<file path="src/rtl/i2c_seq_pkg.sv">
// rtl/i2c_seq_pkg.sv - shared state, marker and table-entry types for the I2C init sequencer
package i2c_seq_pkg;

    typedef enum logic [3:0] {
        ST_IDLE,
        ST_FETCH,
        ST_START,
        ST_WAIT_LATCH1,
        ST_WAIT_LATCH2,
        ST_WAIT_DONE,
        ST_CHECK,
        ST_GAP,
        ST_DELAY,
        ST_DONE,
        ST_ERROR
    } seq_state_e;

    localparam logic [7:0] DELAY_MARKER = 8'hFF;

    typedef struct packed {
        logic [7:0] dev;
        logic [7:0] reg_addr;
        logic [7:0] val;
    } rom_entry_t;

endpackage

</file>
<file path="src/rtl/i2c_init_sequencer.sv">
// rtl/i2c_init_sequencer.sv - walks the init table and drives the I2C controller handshake with retries and delays
module i2c_init_sequencer
    import i2c_seq_pkg::*;
#(
    parameter int  NUM_ENTRIES    = 32,
    parameter int  MAX_RETRIES    = 3,
    parameter int  TIMEOUT_CYCLES = 65535,
    parameter int  GAP_CYCLES     = 270,
    parameter int  DELAY_UNIT     = 27000,
    localparam int IDX_W          = (NUM_ENTRIES > 1) ? $clog2(NUM_ENTRIES) : 1
) (
    input  logic             clk,
    input  logic             reset,
    input  logic             go,
    output logic [IDX_W-1:0] rom_index,
    input  logic [23:0]      rom_entry,
    output logic             i2c_start,
    output logic [7:0]       i2c_address,
    output logic [7:0]       i2c_data,
    output logic             i2c_more,
    input  logic             i2c_busy,
    input  logic             i2c_nack,
    input  logic             i2c_data_saved,
    output logic             seq_busy,
    output logic             done,
    output logic             error,
    output logic [IDX_W-1:0] err_index
);

    // The walk index must be able to hold NUM_ENTRIES itself to detect the end of the table.
    localparam int CNT_W = $clog2(NUM_ENTRIES + 1);
    localparam int TMR_W = $clog2(TIMEOUT_CYCLES + 1);
    localparam int RTY_W = (MAX_RETRIES > 0) ? $clog2(MAX_RETRIES + 1) : 1;

    seq_state_e       state_q, state_d;
    logic [CNT_W-1:0] index_q, index_d;
    logic [RTY_W-1:0] retry_q, retry_d;
    logic [TMR_W-1:0] timer_q, timer_d;
    logic [31:0]      cnt_q, cnt_d;
    logic             nack_seen_q, nack_seen_d;
    logic             timed_out_q, timed_out_d;
    logic [7:0]       addr_q, addr_d;
    logic [7:0]       data_q, data_d;
    logic             more_q, more_d;
    logic [IDX_W-1:0] err_index_q, err_index_d;

    rom_entry_t       entry;
    logic             in_wait;
    logic             in_txn;
    logic [TMR_W-1:0] timer_inc;
    logic             timeout;

    assign entry     = rom_entry;
    assign in_wait   = (state_q == ST_WAIT_LATCH1) || (state_q == ST_WAIT_LATCH2) ||
                       (state_q == ST_WAIT_DONE);
    assign in_txn    = in_wait || (state_q == ST_START);
    assign timer_inc = (timer_q == TMR_W'(TIMEOUT_CYCLES)) ? timer_q : timer_q + 1'b1;
    assign timeout   = in_wait && (timer_inc == TMR_W'(TIMEOUT_CYCLES));

    always_ff @(posedge clk or posedge reset) begin
        if (reset) begin
            state_q     <= ST_IDLE;
            index_q     <= '0;
            retry_q     <= '0;
            timer_q     <= '0;
            cnt_q       <= '0;
            nack_seen_q <= 1'b0;
            timed_out_q <= 1'b0;
            addr_q      <= '0;
            data_q      <= '0;
            more_q      <= 1'b0;
            err_index_q <= '0;
        end else begin
            state_q     <= state_d;
            index_q     <= index_d;
            retry_q     <= retry_d;
            timer_q     <= timer_d;
            cnt_q       <= cnt_d;
            nack_seen_q <= nack_seen_d;
            timed_out_q <= timed_out_d;
            addr_q      <= addr_d;
            data_q      <= data_d;
            more_q      <= more_d;
            err_index_q <= err_index_d;
        end
    end

    always_comb begin
        state_d     = state_q;
        index_d     = index_q;
        retry_d     = retry_q;
        timer_d     = in_wait ? timer_inc : '0;
        cnt_d       = cnt_q;
        nack_seen_d = nack_seen_q || (in_txn && i2c_nack);
        timed_out_d = timed_out_q;
        addr_d      = addr_q;
        data_d      = data_q;
        more_d      = more_q;
        err_index_d = err_index_q;

        case (state_q)
            ST_IDLE, ST_DONE, ST_ERROR: begin
                if (go) begin
                    index_d = '0;
                    retry_d = '0;
                    state_d = ST_FETCH;
                end
            end
            ST_FETCH: begin
                if (index_q == CNT_W'(NUM_ENTRIES)) begin
                    state_d = ST_DONE;
                end else if (entry.dev == DELAY_MARKER) begin
                    if (entry.val == 8'h00) begin
                        index_d = index_q + 1'b1;
                    end else begin
                        cnt_d   = 32'(entry.val) * 32'(DELAY_UNIT);
                        state_d = ST_DELAY;
                    end
                end else begin
                    addr_d      = entry.dev;
                    data_d      = entry.reg_addr;
                    nack_seen_d = 1'b0;
                    timed_out_d = 1'b0;
                    state_d     = ST_START;
                end
            end
            ST_START: state_d = ST_WAIT_LATCH1;
            ST_WAIT_LATCH1: begin
                // A data_saved arriving on the timeout cycle still counts as progress.
                if (i2c_data_saved) begin
                    data_d  = entry.val;
                    more_d  = 1'b1;
                    state_d = ST_WAIT_LATCH2;
                end else if (timeout) begin
                    timed_out_d = 1'b1;
                    more_d      = 1'b0;
                    state_d     = ST_CHECK;
                end
            end
            ST_WAIT_LATCH2: begin
                if (i2c_data_saved) begin
                    more_d  = 1'b0;
                    state_d = ST_WAIT_DONE;
                end else if (timeout) begin
                    timed_out_d = 1'b1;
                    more_d      = 1'b0;
                    state_d     = ST_CHECK;
                end
            end
            ST_WAIT_DONE: begin
                if (!i2c_busy) begin
                    state_d = ST_CHECK;
                end else if (timeout) begin
                    timed_out_d = 1'b1;
                    more_d      = 1'b0;
                    state_d     = ST_CHECK;
                end
            end
            ST_CHECK: begin
                if (!nack_seen_q && !timed_out_q) begin
                    retry_d = '0;
                    index_d = index_q + 1'b1;
                    cnt_d   = 32'(GAP_CYCLES);
                    state_d = ST_GAP;
                end else if (retry_q < RTY_W'(MAX_RETRIES)) begin
                    retry_d = retry_q + 1'b1;
                    cnt_d   = 32'(GAP_CYCLES);
                    state_d = ST_GAP;
                end else begin
                    err_index_d = index_q[IDX_W-1:0];
                    state_d     = ST_ERROR;
                end
            end
            ST_GAP: begin
                // Holding here while busy keeps a timed-out transfer from being overlapped by a new start.
                if (cnt_q != 32'd0) begin
                    cnt_d = cnt_q - 1'b1;
                end else if (!i2c_busy) begin
                    state_d = ST_FETCH;
                end
            end
            ST_DELAY: begin
                if (cnt_q == 32'd0) begin
                    index_d = index_q + 1'b1;
                    state_d = ST_FETCH;
                end else begin
                    cnt_d = cnt_q - 1'b1;
                end
            end
            default: state_d = ST_IDLE;
        endcase

        if (state_d != state_q) begin
            timer_d = '0;
        end
    end

    always_comb begin
        i2c_start = 1'b0;
        seq_busy  = 1'b1;
        done      = 1'b0;
        error     = 1'b0;
        case (state_q)
            ST_IDLE:  seq_busy = 1'b0;
            ST_START: i2c_start = 1'b1;
            ST_DONE: begin
                seq_busy = 1'b0;
                done     = 1'b1;
            end
            ST_ERROR: begin
                seq_busy = 1'b0;
                error    = 1'b1;
            end
            default: ;
        endcase
    end

    assign rom_index   = index_q[IDX_W-1:0];
    assign i2c_address = addr_q;
    assign i2c_data    = data_q;
    assign i2c_more    = more_q;
    assign err_index   = err_index_q;

endmodule

</file>
<file path="config.mk">
export PLATFORM = sky130hd
export DESIGN_NAME = i2c_init_sequencer
export DESIGN_NICKNAME = d
export VERILOG_FILES = /design/src/rtl/i2c_seq_pkg.sv /design/src/rtl/i2c_init_sequencer.sv
export SDC_FILE = /design/constraint.sdc
export NUM_CORES = 1
export LEC_CHECK = 0
export ABC_CLOCK_PERIOD_IN_PS = 2500
export CORE_MARGIN = 10
export CORE_UTILIZATION = 30
export DETAILED_ROUTE_END_ITERATION = 10
export SETUP_SLACK_MARGIN = 0.3
export SKIP_CTS_REPAIR_TIMING = 1
export SLEW_MARGIN = 15
export SYNTH_ARGS = -nofsm -noshare
export SYNTH_HDL_FRONTEND = slang
export SYNTH_SLANG_ARGS = --single-unit
</file>
<file path="constraint.sdc">
create_clock -name clk -period 2.5 [get_ports clk]
set_input_delay 0.5 -clock clk [delete_from_list [all_inputs] [get_ports clk]]
set_output_delay 0.5 -clock clk [all_outputs]
set_load 0.1 [all_outputs]
</file>
==> flow_summary.yaml <==
pwr:
  total_leakage_power_nw: 4.90
  share_clk_of_total_power_pct: 10.7
  ir_drop_uv: 778
  pwr-share-seq_pct: 16.8
  p_switching_mw: 5.96
  p_comb_share_pct: 72.5
  cell_internal_pwr_mw: 6.12
  total_power_mw: 12.1
  powerDensity_nw_per_um2: 1100
  switching_share_pct: 49.4
yosys:
  syn_area_per_cell_sq_um: 8.50
  synth-seq-area-share_pct: 29.6
  synth-main-ff-cell: "dfrtp_1"
  synth_async_sr_flop_share_pct: 100
  synth.yosys.warnings: 0
  synth_seq_cells: 84
  post_synth_instance_area_sq_um: 7100
  syn_inst_count: 835
  number_of_enable_type_register_cells_in_the_synthesized_netlist: 0
  yosys.cell_types.count: 74
  mappedNetlistNets: 951
clock_network:
  cts_max_path_buffers: 2
  cts.root.buffer_cell: "clkbuf_16"
  cts_inserted_buffers: 9
  cts_num_sinks: 84
  clkSlewWorstSetupHoldPaths_ps: 60
  cts_tree: "done"
  clk-insertion-delay-late_ps: 350
  cts_max_level: 3
sta:
  timing_max_transition_violations_final: 0
  grt_setup_unrepaired: "true"
  fmax_mhz: 238
  setup_tns_ps: -21060
  period_share_pct: 168
  tightestPinTransition_ps: 624
  worst_slack_ps: -1710
  setup-violations-final: 17
  worst_hold_slack_ps: 488
  slew-limit-headroom_pct: 58.3
  layout_min_cycle_time_ps: 4210
  timing.clock.skew_ps: 11.7
  hold_viol_final: 0
min_path:
  min_path_type: "flip-flop to flip-flop"
detailed_routing:
  route.detailed.vias_per_inst: 5.04
  antenna_left: 0
  drt_iter0_drc: 390
  drcViolationCount: 0
  route.vias.total: 7015
  routed_wl_mm: 22.0
  avgRoutedWirePerCell_um: 15.8
  router_iterations_before_antenna_repair: 5
die:
  fp.coreArea_sq_um: 23400
  floorplan.initialDensity_pct: 30.3
  floorplan.die.height_um: 174
  number_of_placement_rows: 56
  die_area_sq_um: 30200
  io_pins: 61
  die_width_um: 174
global_route:
  global_route.usage.total_pct: 13.6
  grt_pass1_vias: 6926
  groute.layer.met1.usage_pct: 17.8
  number_of_antenna_violations_at_the_first_check_in_global_routing: 0
  grt_overflow: 0
  largest_net_degree_at_the_start_of_global_routing: 31
  top_usage_layer: "met2"
  grt.met3_usage_pct: 2.05
  grt_first_pass_wirelength_mm: 34.5
  globalRouteMet2Util_pct: 22.4
final_layout:
  layout.core_utilization_pct: 46.9
  drive_gt1_share_pct: 40.7
  final_nets: 1183
  antenna_cells: 0
  most_common_cell_after_layout_fill_and_taps_aside: "buf_4"
  most-common-layout-cells: "193 x buf_4, 83 x dfrtp_1, 77 x inv_1"
  synthToLayoutAreaGrowth_pct: 54.6
placement:
  post-dp-hpwl_mm: 16.5
  portBuffers: 60
  place_congestion: 0.878
setup_path:
  timing.critical_path.arrival_ps: 4440
  timing.critical_path.to_type: "flip-flop"
  path_max_fanout: 4
  startpoint_type: "input pin"
  path_class: "input pin to flip-flop"
  required_ps: 2730
outcome:
  failed_checks: "setup timing"
  status: "complete, but fails checks"
flow_run:
  drv_cap: 0
## routing by layer
metal  vias up  part of all wire (%)
li1       3426                     -
met1      3403                    47
met2       158                    48
met3        28                   3.7
met4         0                   1.9
met5         -                     0
## registers in the layout (all words and copies together), names as in the netlist
register and flops:
cnt_q 32, timer_q 16, i2c_address 8, i2c_data 8, index_q 6, err_index 5
state_q 4, retry_q 2, i2c_more 1, nack_seen_q 1, timed_out_q 1
## kinds of logic (layout without fill, tap and decap cells)
family / count (synthesis) / after routing / share of synthesized area (%)
buffers and inverters: 132 / 369 / 7.54
DFF: 84 / 84 / 29.6
adders and majority gates: 86 / 86 / 17.8
and+or+nand+nor: 297 / 297 / 21.8
AOI/OAI and AO/OA: 195 / 195 / 17.9
muxes: 12 / 12 / 1.80
xor gates and xnor gates: 29 / 29 / 3.58
## per-stage QoR
| step | setup slack [ps] | instance area, sq um | std cells |
|---|---|---|---|
| final | -1710 | 11000 | 1391 |
| after CTS | -2130 | 9860 | 1357 |
| after global routing | -1840 | 11000 | 1391 |
| after detailed placement | -2470 | 9580 | 1341 |
| after global placement | -2410 | 9580 | 1341 |
| after floorplan | -1740 | 7570 | 835 |
## cells in the mapped netlist (7+ instances only)
library cell | n | area share (%)
a211oi_1 | 8 | 0.85
a21oi_1 | 46 | 3.2
a31oi_1 | 9 | 0.79
and3_1 | 7 | 0.62
clkbuf_1 | 25 | 1.3
dfrtp_1 | 84 | 30
fa_1 | 25 | 7.0
ha_1 | 61 | 11
inv_1 | 92 | 4.9
nand2_1 | 63 | 3.3
nand2b_1 | 10 | 0.88
nand3_1 | 28 | 2.0
nand4_1 | 15 | 1.3
nor2_1 | 78 | 4.1
nor3_1 | 31 | 2.2
nor4_1 | 7 | 0.62
o21a_1 | 9 | 0.95
o21ai_0 | 48 | 3.4
o22ai_1 | 17 | 1.5
o31ai_1 | 7 | 0.74
or3_1 | 8 | 0.70
or4_1 | 7 | 0.74
xnor2_1 | 12 | 1.5
xor2_1 | 17 | 2.1
## path summary, 6_finish.rpt
kind / from / to / slack (ps) / cells after the start
min in group asynchronous: reset / state_q[0]$_DFF_PP0_ / 590 / 2
worst min register to register: i2c_address[6]$_DFFE_PP0P_ / i2c_address[6]$_DFFE_PP0P_ / 490 / 2
worst max-delay path: rom_entry[5] / cnt_q[18]$_DFFE_PP0P_ / -1710 / 17
max in group asynchronous: reset / cnt_q[17]$_DFFE_PP0P_ / 1350 / 3
worst min-delay path: i2c_address[6]$_DFFE_PP0P_ / i2c_address[6]$_DFFE_PP0P_ / 490 / 2
worst max register to register: cnt_q[27]$_DFFE_PP0P_ / cnt_q[20]$_DFFE_PP0P_ / -120 / 8
## power by group through the flow
| stage | Clock (mW) | Combinational (mW) | Sequential (mW) |
|---|---|---|---|
| after CTS | 1.32 | 7.46 | 2.02 |
| after global placement | 0 | 7.33 | 2.03 |
| final | 1.30 | 8.76 | 2.03 |
| after floorplan | 0 | 4.16 | 3.02 |
| after detailed placement | 0 | 7.43 | 2.03 |
| after global routing | 1.38 | 9.50 | 2.07 |
## final cells by class
type	count	area (sq um)
Sequential cell	84	2100
Multi-Input combinational cell	619	5560
Inverter	92	353
Clock inverter	5	35.0
Fill cell	2221	12400
Tap cell	319	399
Timing Repair Buffer	261	2280
Clock buffer	11	243
## critical path, cell delays in order
cell and delay [ps]:
buf_6 100, fa_1 540, inv_2 50, fa_1 500, inv_2 40, fa_1 550, inv_1 60, fa_2 520
inv_2 40, ha_4 270, o21a_1 160, o31ai_4 90, a211oi_4 260, nor3_2 120, or3b_4 390, a31oi_1 180
a211oi_1 60
No activity file was read; power rests on OpenSTA's default activity.
